==> config.mk <==
export PLATFORM = sky130hd
export DESIGN_NAME = rs_sched_buf
export DESIGN_NICKNAME = d
export VERILOG_FILES = /design/src/rtl/rs_pkg.sv /design/src/rtl/rs_age_pick.sv /design/src/rtl/rs_sched_buf.sv
export SDC_FILE = /design/constraint.sdc
export NUM_CORES = 1
export LEC_CHECK = 0
export CAP_MARGIN = 20
export CORE_ASPECT_RATIO = 2
export CORE_UTILIZATION = 38
export CTS_CLUSTER_SIZE = 20
export DETAILED_ROUTE_END_ITERATION = 8
export PLACE_DENSITY_LB_ADDON = 0.25
export SETUP_SLACK_MARGIN = 0.5
export SLEW_MARGIN = 20
export SYNTH_ARGS = -nofsm -noshare
export SYNTH_HDL_FRONTEND = slang
export SYNTH_SLANG_ARGS = --single-unit
==> constraint.sdc <==
create_clock -name clk -period 14.41 [get_ports clk]
set_input_delay 1.441 -clock clk [delete_from_list [all_inputs] [get_ports clk]]
set_output_delay 1.441 -clock clk [all_outputs]
set_load 0.005 [all_outputs]
==> src/rtl/rs_pkg.sv <==
// Shared types and helpers for the age-ordered reservation-station scheduler.
// Entry control state and the oldest-request picker used by every issue port.
package rs_pkg;

    localparam int RS_DEPTH = 8;
    localparam int RS_NOUT  = 4;
    localparam int RS_TAGW  = 6;

    typedef struct packed {
        logic               valid;
        logic               needA;
        logic               needB;
        logic [RS_TAGW-1:0] tagA;
        logic [RS_TAGW-1:0] tagB;
        logic [RS_NOUT-1:0] port;
        logic               thread;
    } rs_entry_t;

    // age[i][j] = 1 means entry i is older than entry j; the winner beats every other requester
    function automatic logic [RS_DEPTH-1:0] oldest_of(
        input logic [RS_DEPTH-1:0]               req,
        input logic [RS_DEPTH-1:0][RS_DEPTH-1:0] age
    );
        logic [RS_DEPTH-1:0] grant;
        logic                win;
        grant = '0;
        for (int i = 0; i < RS_DEPTH; i++) begin
            win = req[i];
            for (int j = 0; j < RS_DEPTH; j++) begin
                if (j != i && req[j] && !age[i][j]) begin
                    win = 1'b0;
                end
            end
            grant[i] = win;
        end
        return grant;
    endfunction

endpackage

==> src/rtl/rs_age_pick.sv <==
// Picks the oldest requesting entry by age matrix; returns one-hot grant and encoded slot.
module rs_age_pick
    import rs_pkg::*;
#(
    parameter int DEPTH = RS_DEPTH,
    parameter int SLOTW = $clog2(DEPTH)
) (
    input  logic [DEPTH-1:0]            i_req,
    input  logic [DEPTH-1:0][DEPTH-1:0] i_age,
    output logic [DEPTH-1:0]            o_grant,
    output logic [SLOTW-1:0]            o_slot,
    output logic                        o_any
);

    always_comb begin
        o_grant = oldest_of(i_req, i_age);
        o_slot  = '0;
        for (int i = 0; i < DEPTH; i++) begin
            if (o_grant[i]) begin
                o_slot = SLOTW'(i);
            end
        end
        o_any = |i_req;
    end

endmodule

==> src/rtl/rs_sched_buf.sv <==
// Age-ordered scheduler: tag wakeup, per-thread flush, oldest-ready issue per FU port.
// Holds control state only; payload lives in an external RAM indexed by slot.
module rs_sched_buf
    import rs_pkg::*;
#(
    parameter int DEPTH = 8,
    parameter int NIN   = 3,
    parameter int NOUT  = 4,
    parameter int NWK   = 4,
    parameter int TAGW  = 6,
    parameter int SLOTW = $clog2(DEPTH)
) (
    input  logic                  clk,
    input  logic                  rst,
    input  logic                  stall,
    input  logic                  flush_en,
    input  logic                  flush_thread,
    input  logic [NIN-1:0]        ins_vld,
    input  logic [NIN-1:0]        ins_needA,
    input  logic [NIN-1:0]        ins_needB,
    input  logic [NIN*TAGW-1:0]   ins_tagA,
    input  logic [NIN*TAGW-1:0]   ins_tagB,
    input  logic [NIN*NOUT-1:0]   ins_port,
    input  logic [NIN-1:0]        ins_thread,
    output logic [NIN*SLOTW-1:0]  ins_slot,
    output logic                  can_accept,
    output logic [SLOTW:0]        free_cnt,
    input  logic [NWK-1:0]        wk_vld,
    input  logic [NWK*TAGW-1:0]   wk_tag,
    input  logic [NOUT-1:0]       iss_rdy,
    output logic [NOUT-1:0]       iss_vld,
    output logic [NOUT*SLOTW-1:0] iss_slot,
    output logic [NOUT-1:0]       iss_thread
);

    rs_entry_t                   r_ent [DEPTH];
    logic [DEPTH-1:0][DEPTH-1:0] r_age;
    logic [SLOTW:0]              r_free_cnt;
    logic                        r_can_accept;

    rs_entry_t                   w_ent_nxt [DEPTH];
    logic [DEPTH-1:0][DEPTH-1:0] w_age_nxt;
    logic [SLOTW:0]              w_free_nxt;
    logic [DEPTH-1:0]            w_ready;
    logic [NOUT-1:0][DEPTH-1:0]  w_portmask;
    logic [NOUT-1:0][DEPTH-1:0]  w_fire;
    logic [DEPTH-1:0]            w_dealloc;
    logic [DEPTH-1:0]            w_taken_ins;
    logic [NIN-1:0]              w_ins_do;
    logic [DEPTH-1:0]            w_new;
    logic [2:0]                  w_rank [DEPTH];

    function automatic logic wk_hit(
        input logic [TAGW-1:0]     tag,
        input logic [NWK-1:0]      vld,
        input logic [NWK*TAGW-1:0] tags
    );
        logic hit;
        hit = 1'b0;
        for (int w = 0; w < NWK; w++) begin
            if (vld[w] && tags[w*TAGW +: TAGW] == tag) begin
                hit = 1'b1;
            end
        end
        return hit;
    endfunction

    assign free_cnt   = r_free_cnt;
    assign can_accept = r_can_accept;

    always_comb begin
        for (int i = 0; i < DEPTH; i++) begin
            w_ready[i] = r_ent[i].valid & ~r_ent[i].needA & ~r_ent[i].needB;
            for (int k = 0; k < NOUT; k++) begin
                w_portmask[k][i] = r_ent[i].port[k];
            end
        end
    end

    // Issue ports are chained: each port only sees entries not granted to a lower port.
    for (genvar k = 0; k < NOUT; k++) begin : g_port
        logic [DEPTH-1:0] w_prev;
        logic [DEPTH-1:0] w_req;
        logic [DEPTH-1:0] w_grant;
        logic [SLOTW-1:0] w_slot;
        logic             w_any;

        if (k == 0) begin : g_head
            assign w_prev = '0;
        end else begin : g_tail
            assign w_prev = g_port[k-1].w_prev | g_port[k-1].w_grant;
        end

        assign w_req = w_ready & w_portmask[k] & ~w_prev;

        rs_age_pick #(
            .DEPTH (DEPTH),
            .SLOTW (SLOTW)
        ) u_pick (
            .i_req   (w_req),
            .i_age   (r_age),
            .o_grant (w_grant),
            .o_slot  (w_slot),
            .o_any   (w_any)
        );

        assign iss_vld[k]                  = w_any & ~stall;
        assign iss_slot[k*SLOTW +: SLOTW]  = w_slot;
        assign iss_thread[k]               = r_ent[w_slot].thread;
        assign w_fire[k]                   = w_grant & {DEPTH{iss_vld[k] & iss_rdy[k]}};
    end

    always_comb begin
        w_dealloc = '0;
        for (int k = 0; k < NOUT; k++) begin
            w_dealloc = w_dealloc | w_fire[k];
        end
    end

    // Allocation sees only slots free at the start of the cycle; same-cycle deallocs wait a cycle.
    always_comb begin
        logic             found;
        logic [SLOTW-1:0] sl;
        w_taken_ins = '0;
        ins_slot    = '0;
        w_ins_do    = '0;
        for (int p = 0; p < NIN; p++) begin
            found = 1'b0;
            sl    = '0;
            for (int s = 0; s < DEPTH; s++) begin
                if (!found && !r_ent[s].valid && !w_taken_ins[s]) begin
                    found = 1'b1;
                    sl    = SLOTW'(s);
                end
            end
            ins_slot[p*SLOTW +: SLOTW] = sl;
            if (ins_vld[p] && found) begin
                w_taken_ins[sl] = 1'b1;
            end
            w_ins_do[p] = ins_vld[p] && found && r_can_accept &&
                          !(flush_en && ins_thread[p] == flush_thread);
        end
    end

    always_comb begin
        logic [SLOTW-1:0] s;
        int               n_valid;
        w_ent_nxt = r_ent;
        w_age_nxt = r_age;
        w_new     = '0;
        s         = '0;
        n_valid   = 0;
        for (int i = 0; i < DEPTH; i++) begin
            w_rank[i] = '0;
            if (w_dealloc[i] || (flush_en && r_ent[i].thread == flush_thread)) begin
                w_ent_nxt[i].valid = 1'b0;
            end
            if (wk_hit(r_ent[i].tagA, wk_vld, wk_tag)) begin
                w_ent_nxt[i].needA = 1'b0;
            end
            if (wk_hit(r_ent[i].tagB, wk_vld, wk_tag)) begin
                w_ent_nxt[i].needB = 1'b0;
            end
        end
        for (int p = 0; p < NIN; p++) begin
            if (w_ins_do[p]) begin
                s                  = ins_slot[p*SLOTW +: SLOTW];
                w_new[s]           = 1'b1;
                w_rank[s]          = 3'(p);
                w_ent_nxt[s].valid = 1'b1;
                w_ent_nxt[s].needA = ins_needA[p] & ~wk_hit(ins_tagA[p*TAGW +: TAGW], wk_vld, wk_tag);
                w_ent_nxt[s].needB = ins_needB[p] & ~wk_hit(ins_tagB[p*TAGW +: TAGW], wk_vld, wk_tag);
                w_ent_nxt[s].tagA  = ins_tagA[p*TAGW +: TAGW];
                w_ent_nxt[s].tagB  = ins_tagB[p*TAGW +: TAGW];
                w_ent_nxt[s].port  = ins_port[p*NOUT +: NOUT];
                w_ent_nxt[s].thread = ins_thread[p];
            end
        end
        // New entries are younger than all residents; among themselves lower port is older.
        for (int i = 0; i < DEPTH; i++) begin
            for (int j = 0; j < DEPTH; j++) begin
                if (i == j) begin
                    w_age_nxt[i][j] = 1'b0;
                end else if (w_new[i] && w_new[j]) begin
                    w_age_nxt[i][j] = (w_rank[i] < w_rank[j]);
                end else if (w_new[i]) begin
                    w_age_nxt[i][j] = 1'b0;
                end else if (w_new[j]) begin
                    w_age_nxt[i][j] = 1'b1;
                end
            end
        end
        for (int i = 0; i < DEPTH; i++) begin
            n_valid += int'(w_ent_nxt[i].valid);
        end
        w_free_nxt = (SLOTW+1)'(DEPTH - n_valid);
    end

    always_ff @(posedge clk or posedge rst) begin
        if (rst) begin
            for (int i = 0; i < DEPTH; i++) begin
                r_ent[i].valid <= 1'b0;
            end
            r_age        <= '0;
            r_free_cnt   <= (SLOTW+1)'(DEPTH);
            r_can_accept <= 1'b1;
        end else begin
            r_ent        <= w_ent_nxt;
            r_age        <= w_age_nxt;
            r_free_cnt   <= w_free_nxt;
            r_can_accept <= (w_free_nxt >= (SLOTW+1)'(NIN));
        end
    end

endmodule
---- Word level (Yosys, flattened, before mapping) ----
Cells that the tools add are included.
operators by class
  $add $sub $neg .......................... 8
  multiply operators ...................... 0
  divide/modulo/power cells ............... 0
  order comparisons ....................... 73
  equality and inequality tests ........... 99
  shift operators ......................... 0
  muxes and demuxes ....................... 630
  bitwise operators ....................... 85
  reduce and logical (&&, ||, !) cells .... 546
operator list
  kind                                                       count
  160-bit bitwise mux                                        21
  20-bit demux with 3-bit select                             21
  6-bit == test                                              88
  1-bit two-way mux                                          507
  160-bit two-way mux                                        3
  1-bit logical AND                                          403
  20-bit binary-select mux with 3-bit select                 4
  3-bit < comparator                                         56
  1-bit zero test                                            103
  3-bit two-way mux                                          32
  8-bit bitwise AND                                          11
  3-bit nonzero test                                         28
  8-bit OR                                                   9
  20-bit two-way mux                                         3
  19-bit two-way mux                                         3
  18-bit two-way mux                                         3
  17-bit two-way mux                                         3
  8-bit two-way mux                                          5
  11-bit two-way mux                                         3
  8-bit OR reduction                                         4
  1-bit bitwise AND                                          30
  4-bit greater-or-equal comparator (second input constant)  7
  3-bit inverter with 4-bit output                           7
  2-bit two-way mux                                          12
  other kinds (20)                                           75
storage, ports and cells
  register bits ........................... 221
  bits in latches ......................... 0
  RAM bits ................................ 0
  memory bits (read-only) ................. 0
  bits of input ports ..................... 97
  output and inout bits ................... 34
  memories ................................ 0

---- Longest topological paths before layout ----
  depth in word-level cells ............... 116
  gate-level depth with buffers ........... 27
  gate-level depth less buffers ........... 25

---- Hierarchy ----
From an unflattened synthesis, not the netlist that was laid out.
second synthesis, totals
  cells, all modules ...................... 2668
  area total of the unflattened synthesis .. 23349.9 sq um
modules (own cells, without submodules)
  module        times used  cells an instance  area each (sq um)  seq. area each (sq um)
  rs_sched_buf  1           2384               21423.0            6293.5
  rs_age_pick   4           71                 481.7              0.0

---- Least setup slack after synthesis ----
OpenSTA, ideal clock, no wires.
  path kind ............................... input-to-reg
  start point ............................. input ins_vld[0]
  end point ............................... register r_free_cnt[2] (netlist: free_cnt[2])
  setup time .............................. 126 ps
  arrival ................................. 6580 ps
  data required time ...................... 14284 ps
  path slack .............................. 7704 ps
  stages .................................. 21
  path buffers ............................ 2
  path through ............................ clkbuf_1 -> and2_0 -> maj3_1 -> a31oi_1 -> nor2b_1 -> mux2_2 -> a221o_1 -> nand2_1 -> clkinv_1 -> nor3_1 -> clkbuf_1 -> o21ai_0 -> fa_1 -> inv_1 -> ha_1 -> inv_1 -> fa_1 -> inv_1 -> fa_1 -> inv_1 -> ha_1
RTL lines
  element               RTL line             text
  start, declared       rs_sched_buf.sv:18   input logic [NIN-1:0] ins_vld,
  end signal, assigned  rs_sched_buf.sv:205  r_free_cnt <= (SLOTW+1)'(DEPTH);
  end signal, assigned  rs_sched_buf.sv:210  r_free_cnt <= w_free_nxt;
  end, declared         rs_sched_buf.sv:38   logic [SLOTW:0] r_free_cnt;

---- Worst setup path after layout ----
  start point ............................. register r_ent[79] (netlist bit)
  end point ............................... output iss_thread[3]
on the way
  word-level cells in the longest chain between the ends .. 51
  elaborated cells between the ends (all ways) .. 386
  classes of those cells .................. 203 x mux; 15 x bitwise; 168 x reduce/logical
ends and longest elaborated chain
  element                                                     RTL line             text
  start, declared                                             rs_sched_buf.sv:36   rs_entry_t r_ent [DEPTH];
  start signal, assigned                                      rs_sched_buf.sv:208  r_ent <= w_ent_nxt;
  1-bit bitwise AND (*) (2 in a row)                          rs_sched_buf.sv:73   w_ready[i] = r_ent[i].valid & ~r_ent[i].needA & ~r_ent[i].needB;
  8-bit bitwise AND                                           rs_sched_buf.sv:94   assign w_req = w_ready & w_portmask[k] & ~w_prev;
  1-bit logical AND                                           rs_pkg.sv:30         if (j != i && req[j] && !age[i][j]) begin
  1-bit two-way mux (4 in a row)                              rs_pkg.sv:30
  8-bit inverter                                              rs_sched_buf.sv:94
  8-bit bitwise AND                                           rs_sched_buf.sv:94
  1-bit logical AND                                           rs_pkg.sv:30
  1-bit two-way mux (7 in a row)                              rs_pkg.sv:30
  [... 15 more ...]                                           -
  1-bit two-way mux (7 in a row)                              rs_pkg.sv:30
  1-bit two-way mux                                           rs_age_pick.sv:19    if (o_grant[i]) begin
  2-bit two-way mux (2 in a row)                              rs_age_pick.sv:19
  3-bit two-way mux (3 in a row)                              rs_age_pick.sv:19
  3-bit two-way mux (*)                                       rs_age_pick.sv:19
  3-bit inverter with 4-bit output (implied by the code) (*)  rs_sched_buf.sv:109  assign iss_thread[k] = r_ent[w_slot].thread;
  20-bit binary-select mux with 3-bit select (*)              rs_sched_buf.sv:109
  1-bit two-way mux (implied by the code) (*) (2 in a row)    rs_sched_buf.sv:109
  end, declared                                               rs_sched_buf.sv:33   output logic [NOUT-1:0] iss_thread
Every way passes the cells marked *; elsewhere a longest branch is shown, timed or not. The select of a mux whose other input is x is not followed.

==> flow_summary.toml <==
[outcome]
status = "finished, final reports clean"

[detailed_routing]
num_vias = 25000
drt-met1-wl_um = 41500
routed_wirelength_um = 132000
drc = 0
met2_length_um = 63200
post_drt_via_cell_ratio = 6.76
routed.top_layer = "met5"
dr_wl_met3_um = 12400
drt.antenna.violating_nets = 0
wl_per_cell_um = 35.9
dr.pass1.iters = 9
drtIter0Drc = 2861

[sta]
maxSlewHeadroom_pct = 26.2
finalHoldViolCount = 0
period_needed_ns = 9.10
rsz0062_at_grt = "false"
finalClockSkew_ns = 0.0198
finalCritPeriodShare_pct = 63.2
fmax_mhz = 110
worst_pin_slew_ns = 1.11
fin_tns_setup_ns = 0
setup_viol = 0
slew_violations = 0

[synthesis]
synthTopCellsByArea = "edfxtp_1 (19%), xnor2_1 (10%), xor2_1 (9.6%), dfrtp_1 (6.9%), nand2_1 (6.2%)"
synth_top_cell_by_area = "edfxtp_1"
synth_common_cells = "nand2_1 (402), xnor2_1 (279), xor2_1 (265)"
syn_inst = 2967
ys_seq_area_share_pct = 26.1
synth_area_per_cell_um2 = 8.14
yosys.cell_types.count = 98
synth_top_cell_area_share_pct = 18.9
syn_nets = 3130
synth.most_common_cell = "nand2_1"
ys_seq_elements = 221
synth-main-ff-cell = "edfxtp_1"
netlist_area_um2 = 24200
synthArstFlopShare_pct = 31.2
synth-edff-count = 152
yosys_warnings = 0

[clock_tree]
cts_made_buffers = 26
cts.path.max_buffers = 3
ctsResizeCount = 0
clk_pin_slew_worst_paths_ns = 0.06
clk_latency_ns = 0.61
htree_levels = 1
cts_root_buf = "clkbuf_16"
postCtsSetupBuffers = 0
cts.sinks = 221
cts_tree = "done"
holdBufCountCts = 0

[setup_path]
r2r-start = "r_ent[79]$_DFF_PP0_"
critical_path_class = "flip-flop to output port"
endpoint_kind = "output port"
crit_chain = "nor3b_1, nand2_1, or2_2, a2111oi_4, nand2_1, nand3_1, a21oi_1, a2111oi_1, o2111a_1, o211ai_4, a21bo_2, a211o_1, o311ai_2, clkdlybuf4s50_1"
cpMostUsedCell = "nand2_1"
cp.arrival_ns = 7.66
startpoint = "r_ent[79]$_DFF_PP0_"
crit_fanout = 17
crit_family = "simple AND/OR/NAND/NOR gates"
slowest_stage = "a2111oi_1"
startpoint_type = "flip-flop"
cp_num_buf_inv = 1
slowest_delay_ns = 0.89
worst_ep_required_time_ns = 12.97

[place]
dp_hpwl_um = 91000
place_congestion = 1.08
dpl_cell_area_um2 = 25800
port_buffers = 130

[final_layout]
final_nets = 3037
drive_above_1_share_pct = 9.92
final_area_um2 = 26800
synthToLayoutAreaGrowth_pct = 10.8
fin_util_pct = 42.6

[global_route]
grt_antenna_before_repair = 14
grt_overflow_total = 0
grt_pass1_wl_um = 188000
grt_pass1_vias = 24800
grt_util_all_layers_pct = 41.0
grt_max_degree = 108

[floorplan]
core_um2 = 62800
initial_utilization_pct = 38.5
die-area_um2 = 64600
rows = 130
die_y_um = 359
chipWidth_um = 180
io_pins = 131

[min_path]
min_from = "r_age[22]$_DFFE_PP0P_"
hold_path_class = "flip-flop to flip-flop"

[power]
cellLeakagePower_nw = 9.78
p_per_area_nw_per_um2 = 174
total_power_mw = 4.67
max-vdd-ir-drop_uv = 94.6

[flow_run]
cap_viol_max_count = 0
==> through the flow <==
stage	hold slack [ns]	setup slack (ns)	std cells
after floorplan	0.472	7.19	2967
after detailed placement	0.496	6.00	3637
final	0.516	5.31	3693
after global placement	0.504	5.88	3637
after CTS	0.512	5.77	3685
after global routing	0.542	5.11	3687
==> final cells by class <==
class / count / area [um^2]
inverters: 74 / 285
multi-input cells: 2333 / 16400
repair buffers: 218 / 1920
clock buffers: 38 / 821
clock inverters: 10 / 77.6
well taps: 792 / 991
fillers: 6287 / 36000
diodes: 7 / 17.5
flip-flops and latches: 221 / 6290
==> path summary, 6_finish.rpt <==
kind / to / slack (ns) / depth (start not counted)
min in group asynchronous: r_age[3]$_DFFE_PP0P_ / 1.39 / 2
worst max register to register: free_cnt[2]$_DFF_PP0_ / 6.10 / 20
worst max-delay path: iss_thread[3] / 5.31 / 14
worst min register to register: r_age[22]$_DFFE_PP0P_ / 0.52 / 1
max in group asynchronous: free_cnt[1]$_DFF_PP0_ / 12.36 / 2
worst min-delay path: r_age[22]$_DFFE_PP0P_ / 0.52 / 1
==> registers in the layout, summed over array words and instances, names as in the netlist <==
signal	cells
r_ent	160
r_age	56
can_accept	1
free_cnt	4
==> cell usage in the layout, fill, tap and decap left out, types with 67 or more instances in the layout <==
master / count
mux2_2: 77
a21oi_1: 83
nand2_1: 402
mux2i_1: 73
buf_4: 88
nor2_1: 110
o21ai_0: 232
xor2_1: 265
inv_1: 71
dfrtp_1: 67
nor4_1: 84
clkdlybuf4s50_1: 122
nand4_1: 99
xnor2_1: 279
edfxtp_1: 152
==> per-layer routing <==
metal  track usage [%]  vias up
li1                  -    10400
met5             0.148        -
met2              69.3     1845
met4              41.2       14
met3              11.4      765
met1              39.8    11900
==> cell families (layout without fill, tap and decap cells) <==
| logic type | after synthesis | count (layout) | synth area share, % |
|---|---|---|---|
| xor+xnor | 544 | 544 | 19.7 |
| other cells | 0 | 7 | 0 |
| buf+inv | 413 | 340 | 6.61 |
| fa+ha+maj | 69 | 69 | 3.67 |
| simple gates | 910 | 910 | 18.8 |
| flops | 221 | 221 | 26.1 |
| mux | 152 | 152 | 6.80 |
| compound gates | 658 | 658 | 18.3 |
==> report_power, final <==
| part | switching, mW | internal, mW | total [mW] |
|---|---|---|---|
| registers | 0.464 | 0.973 | 1.44 |
| clock network | 0.316 | 0.412 | 0.729 |
| logic | 1.49 | 1.01 | 2.50 |
| total | 2.28 | 2.39 | 4.67 |
(Power assumes the default switching activity.)
